`src/rtl/noc_pkg.sv`:
```
// Shared mesh-router types: flit format, port indices and allocator state.
package noc_pkg;

  localparam int FLIT_W    = 20;
  localparam int NUM_PORTS = 5;

  localparam int PORT_N     = 0;
  localparam int PORT_E     = 1;
  localparam int PORT_S     = 2;
  localparam int PORT_W     = 3;
  localparam int PORT_LOCAL = 4;

  // Flit type lives in the top two bits of every flit.
  typedef enum logic [1:0] {
    HEAD   = 2'b00,
    BODY   = 2'b01,
    TAIL   = 2'b10,
    SINGLE = 2'b11
  } flit_type_e;

  typedef enum logic {
    IDLE   = 1'b0,
    LOCKED = 1'b1
  } alloc_state_e;

  function automatic flit_type_e flit_type(input logic [FLIT_W-1:0] flit);
    return flit_type_e'(flit[FLIT_W-1:FLIT_W-2]);
  endfunction

endpackage

```
`src/rtl/rr_arbiter.sv`:
```
// Combinational round-robin picker: search starts one past ptr and wraps.
// Zero latency; no flow control, the caller decides whether the winner is used.
module rr_arbiter #(
  parameter int NUM_IN = 5,
  parameter int IDX_W  = $clog2(NUM_IN)
) (
  input  logic [NUM_IN-1:0] req,
  input  logic [IDX_W-1:0]  ptr,
  output logic [NUM_IN-1:0] gnt,
  output logic [IDX_W-1:0]  win_idx,
  output logic              gnt_vld
);

  logic [IDX_W-1:0] cand;

  always_comb begin
    gnt     = '0;
    win_idx = '0;
    gnt_vld = 1'b0;
    cand    = '0;
    for (int k = 1; k <= NUM_IN; k++) begin
      cand = IDX_W'((int'(ptr) + k) % NUM_IN);
      if (!gnt_vld && req[cand]) begin
        gnt_vld       = 1'b1;
        gnt[cand]     = 1'b1;
        win_idx       = cand;
      end
    end
  end

endmodule

```
`src/rtl/out_port_allocator.sv`:
```
// Per-output switch allocator with wormhole lock and downstream credit counter.
// Grant is combinational (0-cycle); forwarding stalls while credit_cnt is 0.
module out_port_allocator
  import noc_pkg::*;
#(
  parameter int NUM_IN  = 5,
  parameter int CREDITS = 4,
  parameter int CNT_W   = $clog2(CREDITS + 1)
) (
  input  logic              clk,
  input  logic              RST,
  input  logic [NUM_IN-1:0] req,
  input  logic [NUM_IN-1:0] req_tail,
  input  logic [NUM_IN-1:0] req_head,
  input  logic              ci,
  output logic [NUM_IN-1:0] grant,
  output logic              vo,
  output logic [CNT_W-1:0]  credit_cnt,
  output logic              locked,
  output logic [2:0]        owner,
  output logic              err
);

  localparam int IDX_W = $clog2(NUM_IN);

  alloc_state_e     state_q, state_d;
  logic [CNT_W-1:0] cnt_q, cnt_d;
  logic [IDX_W-1:0] rr_q, rr_d;
  logic [IDX_W-1:0] owner_q, owner_d;
  logic             err_q, err_d;

  logic [NUM_IN-1:0] arb_gnt;
  logic [IDX_W-1:0]  arb_idx;
  logic              arb_vld;
  logic              credit_ok;

  // Body flits carry no head flag, so they never start a new allocation.
  rr_arbiter #(
    .NUM_IN (NUM_IN),
    .IDX_W  (IDX_W)
  ) u_rr_arbiter (
    .req     (req & req_head),
    .ptr     (rr_q),
    .gnt     (arb_gnt),
    .win_idx (arb_idx),
    .gnt_vld (arb_vld)
  );

  assign credit_ok = (cnt_q != '0);

  always_comb begin
    grant   = '0;
    state_d = state_q;
    rr_d    = rr_q;
    owner_d = owner_q;
    unique case (state_q)
      IDLE: begin
        if (arb_vld && credit_ok) begin
          grant   = arb_gnt;
          rr_d    = arb_idx;
          owner_d = arb_idx;
          if (!req_tail[arb_idx]) state_d = LOCKED;
        end
      end
      LOCKED: begin
        if (req[owner_q] && credit_ok) begin
          grant[owner_q] = 1'b1;
          if (req_tail[owner_q]) state_d = IDLE;
        end
      end
      default: state_d = IDLE;
    endcase
    // Registered state is already cleared during reset, but req may not be.
    if (!RST) grant = '0;
  end

  assign vo = |grant;

  always_comb begin
    cnt_d = cnt_q;
    err_d = err_q;
    if (vo && !ci) begin
      cnt_d = cnt_q - CNT_W'(1);
    end else if (ci && !vo) begin
      if (cnt_q == CNT_W'(CREDITS)) err_d = 1'b1;
      else                          cnt_d = cnt_q + CNT_W'(1);
    end
  end

  always_ff @(posedge clk or negedge RST) begin
    if (!RST) begin
      state_q <= IDLE;
      cnt_q   <= CNT_W'(CREDITS);
      rr_q    <= IDX_W'(NUM_IN - 1);
      owner_q <= '0;
      err_q   <= 1'b0;
    end else begin
      state_q <= state_d;
      cnt_q   <= cnt_d;
      rr_q    <= rr_d;
      owner_q <= owner_d;
      err_q   <= err_d;
    end
  end

  assign credit_cnt = cnt_q;
  assign locked     = (state_q == LOCKED);
  assign owner      = 3'(owner_q);
  assign err        = err_q;

endmodule

```
`config.mk`:
```
export PLATFORM = sky130hd
export DESIGN_NAME = out_port_allocator
export DESIGN_NICKNAME = d
export VERILOG_FILES = /design/src/rtl/noc_pkg.sv /design/src/rtl/rr_arbiter.sv /design/src/rtl/out_port_allocator.sv
export SDC_FILE = /design/constraint.sdc
export NUM_CORES = 1
export LEC_CHECK = 0
export ABC_AREA = 1
export CORE_ASPECT_RATIO = 0.6
export CORE_UTILIZATION = 30
export CTS_BUF_LIST = sky130_fd_sc_hd__clkbuf_8 sky130_fd_sc_hd__clkbuf_16
export DETAILED_ROUTE_END_ITERATION = 7
export RECOVER_POWER = 25
export SYNTH_ARGS = -nofsm -noshare
export SYNTH_HDL_FRONTEND = slang
export SYNTH_HIERARCHICAL = 1
export SYNTH_SLANG_ARGS = --single-unit
```
`constraint.sdc`:
```
create_clock -name clk -period 4.5 [get_ports clk]
set_clock_uncertainty 0.05 [all_clocks]
set_input_delay 0.45 -clock clk [delete_from_list [all_inputs] [get_ports clk]]
set_output_delay 0.45 -clock clk [all_outputs]
set_load 0.02 [all_outputs]
```
==> PnR_summary.wiki, run 1 <==
{| class="wikitable"
! Metric !! Value
|-
| Library cell with the highest instance count after synthesis || sky130_fd_sc_hd__nand2_1
|-
| Number of violations reported at the end of detailed-routing iteration 0 || 338
|-
| Global placer's final weighted congestion || a little over 0.9
|-
| Residual overflow from global routing || 0
|-
| Final period demand of the worst path || approximately 4.7 ns
|-
| Worst flop-to-flop path endpoint || credit_cnt[2]
|-
| Final clock period utilization by the worst path || 1.05
|-
| Post-synth top cells || 129 x sky130_fd_sc_hd__nand2_1, 68 x sky130_fd_sc_hd__inv_1, 53 x sky130_fd_sc_hd__nand3_1, 43 x sky130_fd_sc_hd__nor2_1, 29 x sky130_fd_sc_hd__ha_1
|-
| Mean instance size in the synthesized netlist || around 5.8 µm²
|-
| Reg2Reg Depth || 33
|-
| Top-area cell type share of the netlist area || 0.183
|-
| Clock buffer count from CTS || 3
|-
| Wire per inst || 13.5 µm
|-
| Clock sinks || 9
|-
| Post-CTS Hold Fix Bufs || 0
|-
| Commonest register cell after synthesis || sky130_fd_sc_hd__dfrtp_1
|-
| Number of vias per cell || between 4 and 5
|-
| Setup crit end kind || flop
|-
| Chip height || approximately 75 µm
|-
| Number of antenna-violating nets in the routed design || 0
|-
| Peak per-stage delay on the critical path || ~0.57 ns
|-
| Cell variety after synth || 39
|-
| Floorplan die area || between 0.009 and 0.01 mm²
|-
| Number of failing hold endpoints at the final stage || 0
|-
| Final cell area excluding filler cells || roughly 0.0043 mm²
|-
| Clk root buf || sky130_fd_sc_hd__clkbuf_16
|-
| CTS tree || done
|-
| Number of iterations in the first detailed-routing pass || 7
|-
| Gate Count Post-Synth || roughly 460
|-
| Post-synth EDFFs || 0
|-
| Smallest setup slack after layout || -0.217 ns
|-
| DRC violation count after routing || 1
|-
| Unrepaired setup endpoints after global routing || yes
|-
| Fraction of layout instances using a drive strength above 1 || 0.405
|-
| Worst endpoint data arrival time || slightly below 5 ns
|-
| Library cell with the largest summed area after synthesis || sky130_fd_sc_hd__nand2_1
|-
| Capture endpoint of the worst hold path || err
|-
| Number of warning messages in the yosys log || 6
|-
| Crit path required time || 4.61 ns
|-
| Hold Crit Depth || 1
|-
| Critical register-to-register path startpoint || rr_q[2]
|-
| Violated checks || design-rule violations, negative setup slack
|-
| Worst path slowest cell || sky130_fd_sc_hd__dfstp_2
|-
| Register area share after synthesis || 0.0861
|-
| Count of port buffers added during placement || 31
|-
| Cell family with most CP delay || simple AND/OR/NAND/NOR gates
|-
| Initial core utilization || 0.310
|-
| Type of origin of the critical path || flop
|-
| Initial antenna violation count || 0
|-
| Slew @ Worst Pin || 0.773 ns
|-
| Synth async-reset ratio || 1.00
|-
| Layout-stage area growth over the synthesis result || 63.4%
|-
| Cell Area, Placed || around 0.0037 mm²
|-
| Total negative slack for setup checks || -1.08 ns
|-
| Detailed Place HPWL || ~7.4 mm
|-
| Number of top-level design ports || 32
|-
| Ant diodes || 0
|-
| Max Transition Viols Final || 0
|-
| FP Rows || 26
|-
| Clock latency reported for the late side of the worst-skew pair || 0.24 ns
|-
| Clock transition at path regs || 0.04 ns
|-
| Area of the core || ~0.0085 mm²
|-
| Main area contributors after synthesis || sky130_fd_sc_hd__nand2_1 18%, sky130_fd_sc_hd__ha_1 14%, sky130_fd_sc_hd__nand3_1 10%
|-
| Max-cap violations || 0
|-
| Critical path class || flop to flop
|-
| Timing-limited maximum frequency || about 210 MHz
|-
| DR vias || between 3000 and 4000
|-
| Total GRT Usage || 0.203
|-
| Final routed wirelength across all metal layers || around 9.5 mm
|-
| Cell repeated most along the worst path || sky130_fd_sc_hd__nand3_2
|-
| Number of global-route vias before repair || between 3000 and 4000
|-
| Reg-to-reg slack, setup || -0.22 ns
|-
| Horiz. Die Dim || 123 µm
|-
| Nets in the synthesized netlist || between 500 and 600
|-
| Final setup vio count || 9
|-
| Pin count of the biggest net entering global routing || 18
|-
| First-pass GRT wire length || approximately 15 mm
|-
| Buffers plus inverters on the worst setup path || 6
|-
| Area of the mapped netlist || between 0.002 and 0.003 mm²
|-
| FILL cells || roughly 810
|-
| Hold_sp || err
|-
| Hold Crit Class || flop to flop
|-
| Number of flip-flops and latches in the synthesized netlist || 9
|-
| Hold_ws || approximately 0.43 ns
|-
| CTS H-tree depth || 1
|-
| Longest Clk Path Bufs || 2
|-
| Biggest fanout along the worst timing path || 6
|-
| Status || complete, but fails checks
|-
| Worst rel slew slack || 0.483
|-
| Final nets || ~640
|}
[sequential cells by signal (all words and copies together) (netlist names)]
| name | count |
|---|---|
| credit_cnt | 3 |
| rr_q | 3 |
| err | 1 |
| locked | 1 |
| owner | 1 |
[kinds of logic (layout without fill, tap and decap cells)]
logic type / after synthesis / after routing / synth area share
fa+ha+maj: 31 / 31 / 0.152
xor+xnor: 7 / 7 / 0.0260
flops: 9 / 9 / 0.0861
simple gates: 276 / 276 / 0.496
buf+inv: 91 / 221 / 0.138
compound gates: 44 / 44 / 0.102
[stage by stage]
stage / instances / util / worst slack [ns]
2_1_floorplan: 458 / - / -0.145
3_3_place_gp: 664 / 0.435 / -0.365
3_5_place_dp: 664 / 0.435 / -0.398
4_1_cts: 685 / 0.466 / -0.163
5_1_grt: 700 / 0.507 / -0.571
6_report: 700 / 0.507 / -0.217
[how the worst max path moves through the flow]
stage,endpoint,from,slack [ns],cells after the start
after floorplan,credit_cnt[2],rr_q[2],-0.15,33
after global placement,vo,rr_q[2],-0.37,28
after detailed placement,vo,rr_q[2],-0.40,28
after CTS,credit_cnt[2],rr_q[2],-0.16,31
after global routing,credit_cnt[2],rr_q[2],-0.57,35
final,credit_cnt[2],rr_q[2],-0.22,33
[routing by layer]
layer,GRT usage,up-vias,share of wire
li1,-,1712,-
met1,0.322,1559,0.50
met2,0.293,138,0.41
met3,0.0227,6,0.082
met4,0.0295,0,0.0046
met5,0,-,0
[placed cells by master (no fill, tap or decap), drive strengths merged]
master and count:
a21oi 11, clkbuf 3, xor2 6, nand4 10, buf 109, nand3b 2
o211ai 7, a21boi 1, a22oi 1, o21bai 1, fa 2, inv 84
nand3 61, nor2 51, dfrtp 7, o21ai 20, o21a 1, dfstp 2
o31ai 1, nor3 9, a41o 1, ha 29, xnor2 1, clkdlybuf4s50 25
nand2 143
[repair_timing]
action                                  in CTS  in global routing
endpoints found under the setup margin       9                 11
buffers inserted                            17                 16
endpoints found under the hold margin        0                  0
pin swaps                                   23                 32
resized for setup                           41                 70
[layout make-up]
cell class / instances / area [µm²] / share of cell area
repair buffers: 134 / 1140 / 0.263
flip-flops and latches: 9 / 230 / 0.0533
clock inverters: 1 / 3.75 / 0.000868
multi-input cells: 358 / 2410 / 0.559
clock buffers: 3 / 75.1 / 0.0174
inverters: 83 / 322 / 0.0744
well taps: 112 / 140 / 0.0324
Power of run 1 is left out: the tool's default activity adds up to more than one toggle a clock period on the data nets, which glitch-free logic cannot reach.
==> run 2, diff against run 1 <==
--- a/config.mk
+++ b/config.mk
@@ -7,9 +7,11 @@
 export LEC_CHECK = 0
 export ABC_AREA = 1
 export CORE_ASPECT_RATIO = 0.6
+export CORE_MARGIN = 4
 export CORE_UTILIZATION = 30
 export CTS_BUF_LIST = sky130_fd_sc_hd__clkbuf_8 sky130_fd_sc_hd__clkbuf_16
 export DETAILED_ROUTE_END_ITERATION = 7
+export PLACE_DENSITY_LB_ADDON = 0.05
 export RECOVER_POWER = 25
 export SYNTH_ARGS = -nofsm -noshare
 export SYNTH_HDL_FRONTEND = slang
==> PnR_summary.wiki, run 2 (synthesized netlist as in run 1, its figures left out) <==
{| class="wikitable"
! Metric !! Value
|-
| Status || complete, but fails checks (unchanged)
|-
| Violated checks || negative setup slack (was design-rule violations, negative setup slack)
|-
| Critical path class || flop to flop (unchanged)
|-
| Slew @ Worst Pin || 0.350 ns (was 0.773 ns)
|-
| Final clock period utilization by the worst path || 1.05 (about the same)
|-
| Initial antenna violation count || 0 (unchanged)
|-
| Critical register-to-register path startpoint || rr_q[2] (unchanged)
|-
| First-pass GRT wire length || 15.4 mm (was 14.6 mm)
|-
| Longest Clk Path Bufs || 2 (unchanged)
|-
| Worst path slowest cell || sky130_fd_sc_hd__dfstp_2 (unchanged)
|-
| Cell Area, Placed || 0.00384 mm² (was 0.00371 mm²)
|-
| Post-place setup slack || -0.375 ns (was -0.398 ns)
|-
| Clk root buf || sky130_fd_sc_hd__clkbuf_16 (unchanged)
|-
| FP Rows || 26 (unchanged)
|-
| Final routed wirelength across all metal layers || 9.91 mm (was 9.48 mm)
|-
| Number of violations reported at the end of detailed-routing iteration 0 || 232 (was 338)
|-
| Final period demand of the worst path || 4.74 ns (was 4.72 ns)
|-
| Number of vias per cell || 4.80 (was 4.88)
|-
| Area of the core || 0.00856 mm² (was 0.00852 mm²)
|-
| Worst rel slew slack || 0.767 (was 0.483)
|-
| CTS H-tree depth || 1 (unchanged)
|-
| Ant diodes || 0 (unchanged)
|-
| Hold Crit Class || flop to flop (unchanged)
|-
| Clock buffer count from CTS || 3 (unchanged)
|-
| Number of non-filler instances in the completed layout || 714 (was 700)
|-
| Hold_sp || err (unchanged)
|-
| Max-cap violations || 0 (unchanged)
|-
| Met2 layer usage reported by global route || 0.247 (was 0.293)
|-
| Type of origin of the critical path || flop (unchanged)
|-
| Chip height || 80.8 µm (was 74.8 µm)
|-
| Worst endpoint data arrival time || 4.85 ns (was 4.83 ns)
|-
| Final nets || 652 (was 638)
|-
| Leading cell type in the layout, fill and taps excluded || sky130_fd_sc_hd__buf_4 (was sky130_fd_sc_hd__nand2_1)
|-
| Cell count after placement || 680 (was 664)
|-
| Number of global-route vias before repair || 2996 (was 3054)
|-
| Reg-to-reg slack, setup || -0.24 ns (was -0.22 ns)
|-
| Floorplan die area || 0.0104 mm² (was 0.00921 mm²)
|-
| DR vias || 3428 (was 3415)
|-
| Met3 Resource Use GR || 0.0171 (was 0.0227)
|-
| Setup crit end kind || flop (unchanged)
|-
| Residual overflow from global routing || 0 (unchanged)
|-
| Pin count of the biggest net entering global routing || 16 (was 18)
|-
| Worst setup path startpoint || rr_q[2] (unchanged)
|-
| Hold_ws || 0.420 ns (was 0.427 ns)
|-
| Total GRT Usage || 0.185 (was 0.203)
|-
| Reg2Reg Depth || 33 (unchanged)
|-
| Wire per inst || 13.9 µm (was 13.5 µm)
|-
| Clock sinks || 9 (unchanged)
|-
| DRC violation count after routing || 0 (was 1)
|-
| Count of port buffers added during placement || 31 (unchanged)
|-
| Post-CTS Hold Fix Bufs || 0 (unchanged)
|-
| Final cell area excluding filler cells || 0.00439 mm² (was 0.00432 mm²)
|-
| Horiz. Die Dim || 129 µm (was 123 µm)
|-
| Worst flop-to-flop path endpoint || credit_cnt[2] (unchanged)
|-
| Initial core utilization || 0.309 (was 0.310)
|-
| Unrepaired setup endpoints after global routing || yes (unchanged)
|-
| Number of antenna-violating nets in the routed design || 0 (unchanged)
|-
| Layout-stage area growth over the synthesis result || 65.8% (was 63.4%)
|-
| Number of failing hold endpoints at the final stage || 0 (unchanged)
|-
| Timing-limited maximum frequency || 211 MHz (was 212 MHz)
|-
| Clock latency reported for the late side of the worst-skew pair || 0.24 ns (about the same)
|-
| Max Transition Viols Final || 0 (unchanged)
|-
| Smallest setup slack after layout || -0.237 ns (was -0.217 ns)
|-
| Detailed Place HPWL || 7.88 mm (was 7.39 mm)
|-
| CTS tree || done (unchanged)
|-
| Global Route met1 Usage || 0.318 (was 0.322)
|-
| Number of top-level design ports || 32 (unchanged)
|-
| Global placer's final weighted congestion || 0.884 (was 0.910)
|-
| Biggest fanout along the worst timing path || 6 (unchanged)
|-
| Clock transition at path regs || 0.05 ns (was 0.04 ns)
|-
| Fraction of layout instances using a drive strength above 1 || 0.424 (was 0.405)
|-
| Capture point of the worst path || credit_cnt[2] (unchanged)
|-
| GR peak layer || met1 (unchanged)
|-
| Commonest non-fill, non-tap cells in the layout || 109 x sky130_fd_sc_hd__buf_4, 106 x sky130_fd_sc_hd__nand2_1, 58 x sky130_fd_sc_hd__inv_1 (was 107 x sky130_fd_sc_hd__nand2_1, 92 x sky130_fd_sc_hd__buf_4, 58 x sky130_fd_sc_hd__inv_1)
|-
| Crit path required time || 4.61 ns (about the same)
|-
| Peak per-stage delay on the critical path || 0.57 ns (about the same)
|-
| Final setup vio count || 6 (was 9)
|-
| Number of iterations in the first detailed-routing pass || 5 (was 7)
|}
-- run 2: cell count changes in the layout (fill, tap and decap cells not counted), moves of 2 or more --
cell	before	now
sky130_fd_sc_hd__inv_4	4	6
sky130_fd_sc_hd__nor2_1	35	32
sky130_fd_sc_hd__buf_6	13	8
sky130_fd_sc_hd__inv_2	22	20
sky130_fd_sc_hd__nand3_4	7	5
sky130_fd_sc_hd__buf_4	92	109
sky130_fd_sc_hd__nor2_2	7	11
sky130_fd_sc_hd__nand2_2	31	33
sky130_fd_sc_hd__nand3_2	15	18
-- run 2: how the worst min path moves through the flow --
stage                    endpoint  slack (ns)  depth (start not counted)
CTS                           err        0.42                          1
floorplan           credit_cnt[0]        0.10                          0
detailed placement            err        0.42                          1
global route                  err        0.45                          1
finish                        err        0.42                          1
global placement              err        0.40                          1
-- run 2: metal layers --
| layer | wire (µm) | share of wire |
|---|---|---|
| met5 | 0 | 0 |
| met4 | 35 | 0.0035 |
| met3 | 757 | 0.076 |
| met2 | 3660 | 0.37 |
| met1 | 5450 | 0.55 |
-- run 2: per-stage QoR --
stage	util	TNS [ns]
after floorplan	-	-0.271
after global placement	0.449	-2.23
after detailed placement	0.449	-2.02
after CTS	0.485	-0.609
after global routing	0.513	-3.58
final	0.513	-0.632
-- run 2: layout make-up --
cell class | count | area, µm²
Sequential cell | 9 | 230
Clock inverter | 1 | 3.75
Inverter | 83 | 327
Fill cell | 826 | 4170
Timing Repair Buffer | 148 | 1230
Clock buffer | 3 | 75.1
Multi-Input combinational cell | 358 | 2380
Tap cell | 112 | 140
-- run 2: critical path, delay by kind of cell (launching register included) --
kind                     cells  cell delay [ns]
AND/OR/NAND/NOR             17             1.76
adder cells (fa/ha/maj)      5             1.17
flip-flops                   1             0.57
XOR/XNOR                     3             0.49
AO/OA/AOI/OAI                3             0.35
buffers and inverters        5             0.26
-- run 2: timing repair --
action,4_1_cts,5_1_grt
endpoints found under the setup margin,9,10
pin swaps,20,31
resized for setup,58,45
setup buffers,20,10
Power of run 2 is left out for the same reason.
==> run 3, diff against run 2 <==
--- a/config.mk
+++ b/config.mk
@@ -8,7 +8,7 @@
 export ABC_AREA = 1
 export CORE_ASPECT_RATIO = 0.6
 export CORE_MARGIN = 4
-export CORE_UTILIZATION = 30
+export CORE_UTILIZATION = 45
 export CTS_BUF_LIST = sky130_fd_sc_hd__clkbuf_8 sky130_fd_sc_hd__clkbuf_16
 export DETAILED_ROUTE_END_ITERATION = 7
 export PLACE_DENSITY_LB_ADDON = 0.05
==> PnR_summary.wiki, run 3 (synthesized netlist as in run 1, its figures left out) <==
{| class="wikitable"
! Metric !! Value
|-
| Status || complete, but fails checks (unchanged)
|-
| Violated checks || negative setup slack (unchanged)
|-
| Pin count of the biggest net entering global routing || 23 (was 16)
|-
| Layout-stage area growth over the synthesis result || 58.3% (was 65.8%)
|-
| Final cell area excluding filler cells || 0.00419 mm² (was 0.00439 mm²)
|-
| First-pass GRT wire length || 14.3 mm (was 15.4 mm)
|-
| Unrepaired setup endpoints after global routing || yes (unchanged)
|-
| Smallest setup slack after layout || -0.265 ns (was -0.237 ns)
|-
| Crit path required time || 4.00 ns (was 4.61 ns)
|-
| Hold_ws || 0.439 ns (was 0.420 ns)
|-
| DR vias || 3409 (was 3428)
|-
| Area of the multi-input gates || 0.00240 mm² (was 0.00238 mm²)
|-
| Area of the core || 0.00562 mm² (was 0.00856 mm²)
|-
| Floorplan die area || 0.00721 mm² (was 0.0104 mm²)
|-
| Clk root buf || sky130_fd_sc_hd__clkbuf_8 (was sky130_fd_sc_hd__clkbuf_16)
|-
| Number of antenna-violating nets in the routed design || 0 (unchanged)
|-
| Total GRT Usage || 0.248 (was 0.185)
|-
| Type of origin of the critical path || flop (unchanged)
|-
| Clock sinks || 9 (unchanged)
|-
| Hold Crit Class || flop to flop (unchanged)
|-
| Biggest fanout along the worst timing path || 5 (was 6)
|-
| Clock latency reported for the late side of the worst-skew pair || 0.24 ns (about the same)
|-
| Chip height || 67.4 µm (was 80.8 µm)
|-
| Number of violations reported at the end of detailed-routing iteration 0 || 324 (was 232)
|-
| Final setup vio count || 6 (unchanged)
|-
| Post-place setup slack || -0.333 ns (was -0.375 ns)
|-
| Setup crit end kind || primary output (was flop)
|-
| Cell Area, Placed || 0.00366 mm² (was 0.00384 mm²)
|-
| Number of failing hold endpoints at the final stage || 0 (unchanged)
|-
| Final clock period utilization by the worst path || 1.06 (was 1.05)
|-
| Clock buffer count from CTS || 3 (unchanged)
|-
| Commonest non-fill, non-tap cells in the layout || 107 x sky130_fd_sc_hd__nand2_1, 99 x sky130_fd_sc_hd__buf_4, 57 x sky130_fd_sc_hd__inv_1 (was 109 x sky130_fd_sc_hd__buf_4, 106 x sky130_fd_sc_hd__nand2_1, 58 x sky130_fd_sc_hd__inv_1)
|-
| Area occupied by registers || 230 µm² (unchanged)
|-
| DRC violation count after routing || 0 (unchanged)
|-
| Max Transition Viols Final || 0 (unchanged)
|-
| Wire per inst || 13.8 µm (was 13.9 µm)
|-
| Post-CTS Hold Fix Bufs || 0 (unchanged)
|-
| Reg-to-reg slack, setup || -0.26 ns (was -0.24 ns)
|-
| Final period demand of the worst path || 4.77 ns (was 4.74 ns)
|-
| CTS tree || done (unchanged)
|-
| Number of global-route vias before repair || 3044 (was 2996)
|-
| Leading cell type in the layout, fill and taps excluded || sky130_fd_sc_hd__nand2_1 (was sky130_fd_sc_hd__buf_4)
|-
| CTS H-tree depth || 1 (unchanged)
|-
| Horiz. Die Dim || 107 µm (was 129 µm)
|-
| Total negative slack for setup checks || -0.979 ns (was -0.632 ns)
|-
| Longest Clk Path Bufs || 2 (unchanged)
|-
| Worst rel slew slack || 0.549 (was 0.767)
|-
| Timing-limited maximum frequency || 210 MHz (was 211 MHz)
|-
| Final routed wirelength across all metal layers || 9.19 mm (was 9.91 mm)
|-
| Residual overflow from global routing || 0 (unchanged)
|-
| Slew @ Worst Pin || 0.674 ns (was 0.350 ns)
|-
| Critical register-to-register path startpoint || rr_q[1] (was rr_q[2])
|-
| Capture endpoint of the worst hold path || err (unchanged)
|-
| Number of iterations in the first detailed-routing pass || 5 (unchanged)
|-
| Initial antenna violation count || 0 (unchanged)
|-
| FP Rows || 21 (was 26)
|-
| Clock transition at path regs || 0.05 ns (about the same)
|-
| Worst endpoint data arrival time || 4.27 ns (was 4.85 ns)
|-
| Critical path class || flop to primary output (was flop to flop)
|-
| Final nets || 637 (was 652)
|-
| Global placer's final weighted congestion || 0.919 (was 0.884)
|-
| Max-cap violations || 0 (unchanged)
|-
| Reg2Reg Depth || 32 (was 33)
|-
| Number of top-level design ports || 32 (unchanged)
|-
| Hold Crit Depth || 1 (unchanged)
|-
| Ant diodes || 0 (unchanged)
|-
| Initial core utilization || 0.471 (was 0.309)
|-
| Number of vias per cell || 5.11 (was 4.80)
|-
| Worst flop-to-flop path endpoint || credit_cnt[2] (unchanged)
|-
| Detailed Place HPWL || 6.93 mm (was 7.88 mm)
|-
| Fraction of layout instances using a drive strength above 1 || 0.404 (was 0.424)
|-
| Count of port buffers added during placement || 31 (unchanged)
|-
| Hold_sp || err (unchanged)
|-
| FILL cells || 491 (was 826)
|}
## run 3: per-stage QoR
step	std cells	utilization
floorplan	458	-
finish	667	0.745
global route	667	0.745
detailed placement	632	0.650
CTS	654	0.695
global placement	632	0.650
## run 3: worst max-delay path, stage by stage (launching register included)
cell                      delay [ns]
sky130_fd_sc_hd__dfrtp_2        0.43
sky130_fd_sc_hd__inv_2          0.10
sky130_fd_sc_hd__buf_4          0.16
sky130_fd_sc_hd__ha_4           0.22
sky130_fd_sc_hd__inv_4          0.06
sky130_fd_sc_hd__a21oi_4        0.06
sky130_fd_sc_hd__xor2_2         0.18
sky130_fd_sc_hd__ha_2           0.20
sky130_fd_sc_hd__fa_2           0.33
sky130_fd_sc_hd__inv_2          0.07
sky130_fd_sc_hd__nor2_4         0.04
sky130_fd_sc_hd__buf_6          0.11
sky130_fd_sc_hd__a22oi_2        0.31
sky130_fd_sc_hd__o21ai_1        0.16
sky130_fd_sc_hd__nand3_2        0.12
sky130_fd_sc_hd__inv_2          0.07
sky130_fd_sc_hd__nor3_4         0.29
sky130_fd_sc_hd__nand3_2        0.16
sky130_fd_sc_hd__nand2_4        0.11
sky130_fd_sc_hd__nor2_4         0.05
sky130_fd_sc_hd__nand2_1        0.10
sky130_fd_sc_hd__nand2_1        0.08
sky130_fd_sc_hd__nand2_2        0.08
sky130_fd_sc_hd__inv_2          0.07
sky130_fd_sc_hd__nor2_4         0.12
sky130_fd_sc_hd__nand2_4        0.06
sky130_fd_sc_hd__buf_4          0.13
sky130_fd_sc_hd__buf_6          0.12
## run 3: repair_timing
| action | CTS | global route |
|---|---|---|
| pin swaps | 17 | 27 |
| buffers inserted | 18 | 13 |
| resized for setup | 49 | 54 |
| endpoints found under the setup margin | 9 | 11 |
## run 3: metal layers
layer | GRT usage | vias to the layer above | part of all wire
met3 | 0.0602 | 12 | 0.082
met1 | 0.368 | 1561 | 0.50
met4 | 0.0271 | 0 | 0.0078
li1 | - | 1719 | -
met5 | 0 | - | 0
met2 | 0.374 | 117 | 0.41
## run 3: worst max path at each step
stage	to	cells past startpoint	startpoint	slack, ns
6_report	vo	27	rr_q[1]	-0.27
5_1_grt	vo	32	rr_q[1]	-0.53
4_1_cts	credit_cnt[2]	33	rr_q[2]	-0.13
3_5_place_dp	vo	27	rr_q[2]	-0.33
3_3_place_gp	vo	27	rr_q[2]	-0.25
2_1_floorplan	credit_cnt[2]	33	rr_q[2]	-0.15
## run 3: area by class of cell
| class | instances | area share |
|---|---|---|
| clock buffer | 3 | 0.00985 |
| clock inverter | 1 | 0.000896 |
| inverter | 83 | 0.0773 |
| multi-input combinational | 358 | 0.573 |
| sequential | 9 | 0.0549 |
| tap | 80 | 0.0239 |
| timing repair buffer | 133 | 0.260 |
Power of run 3 is left out for the same reason.
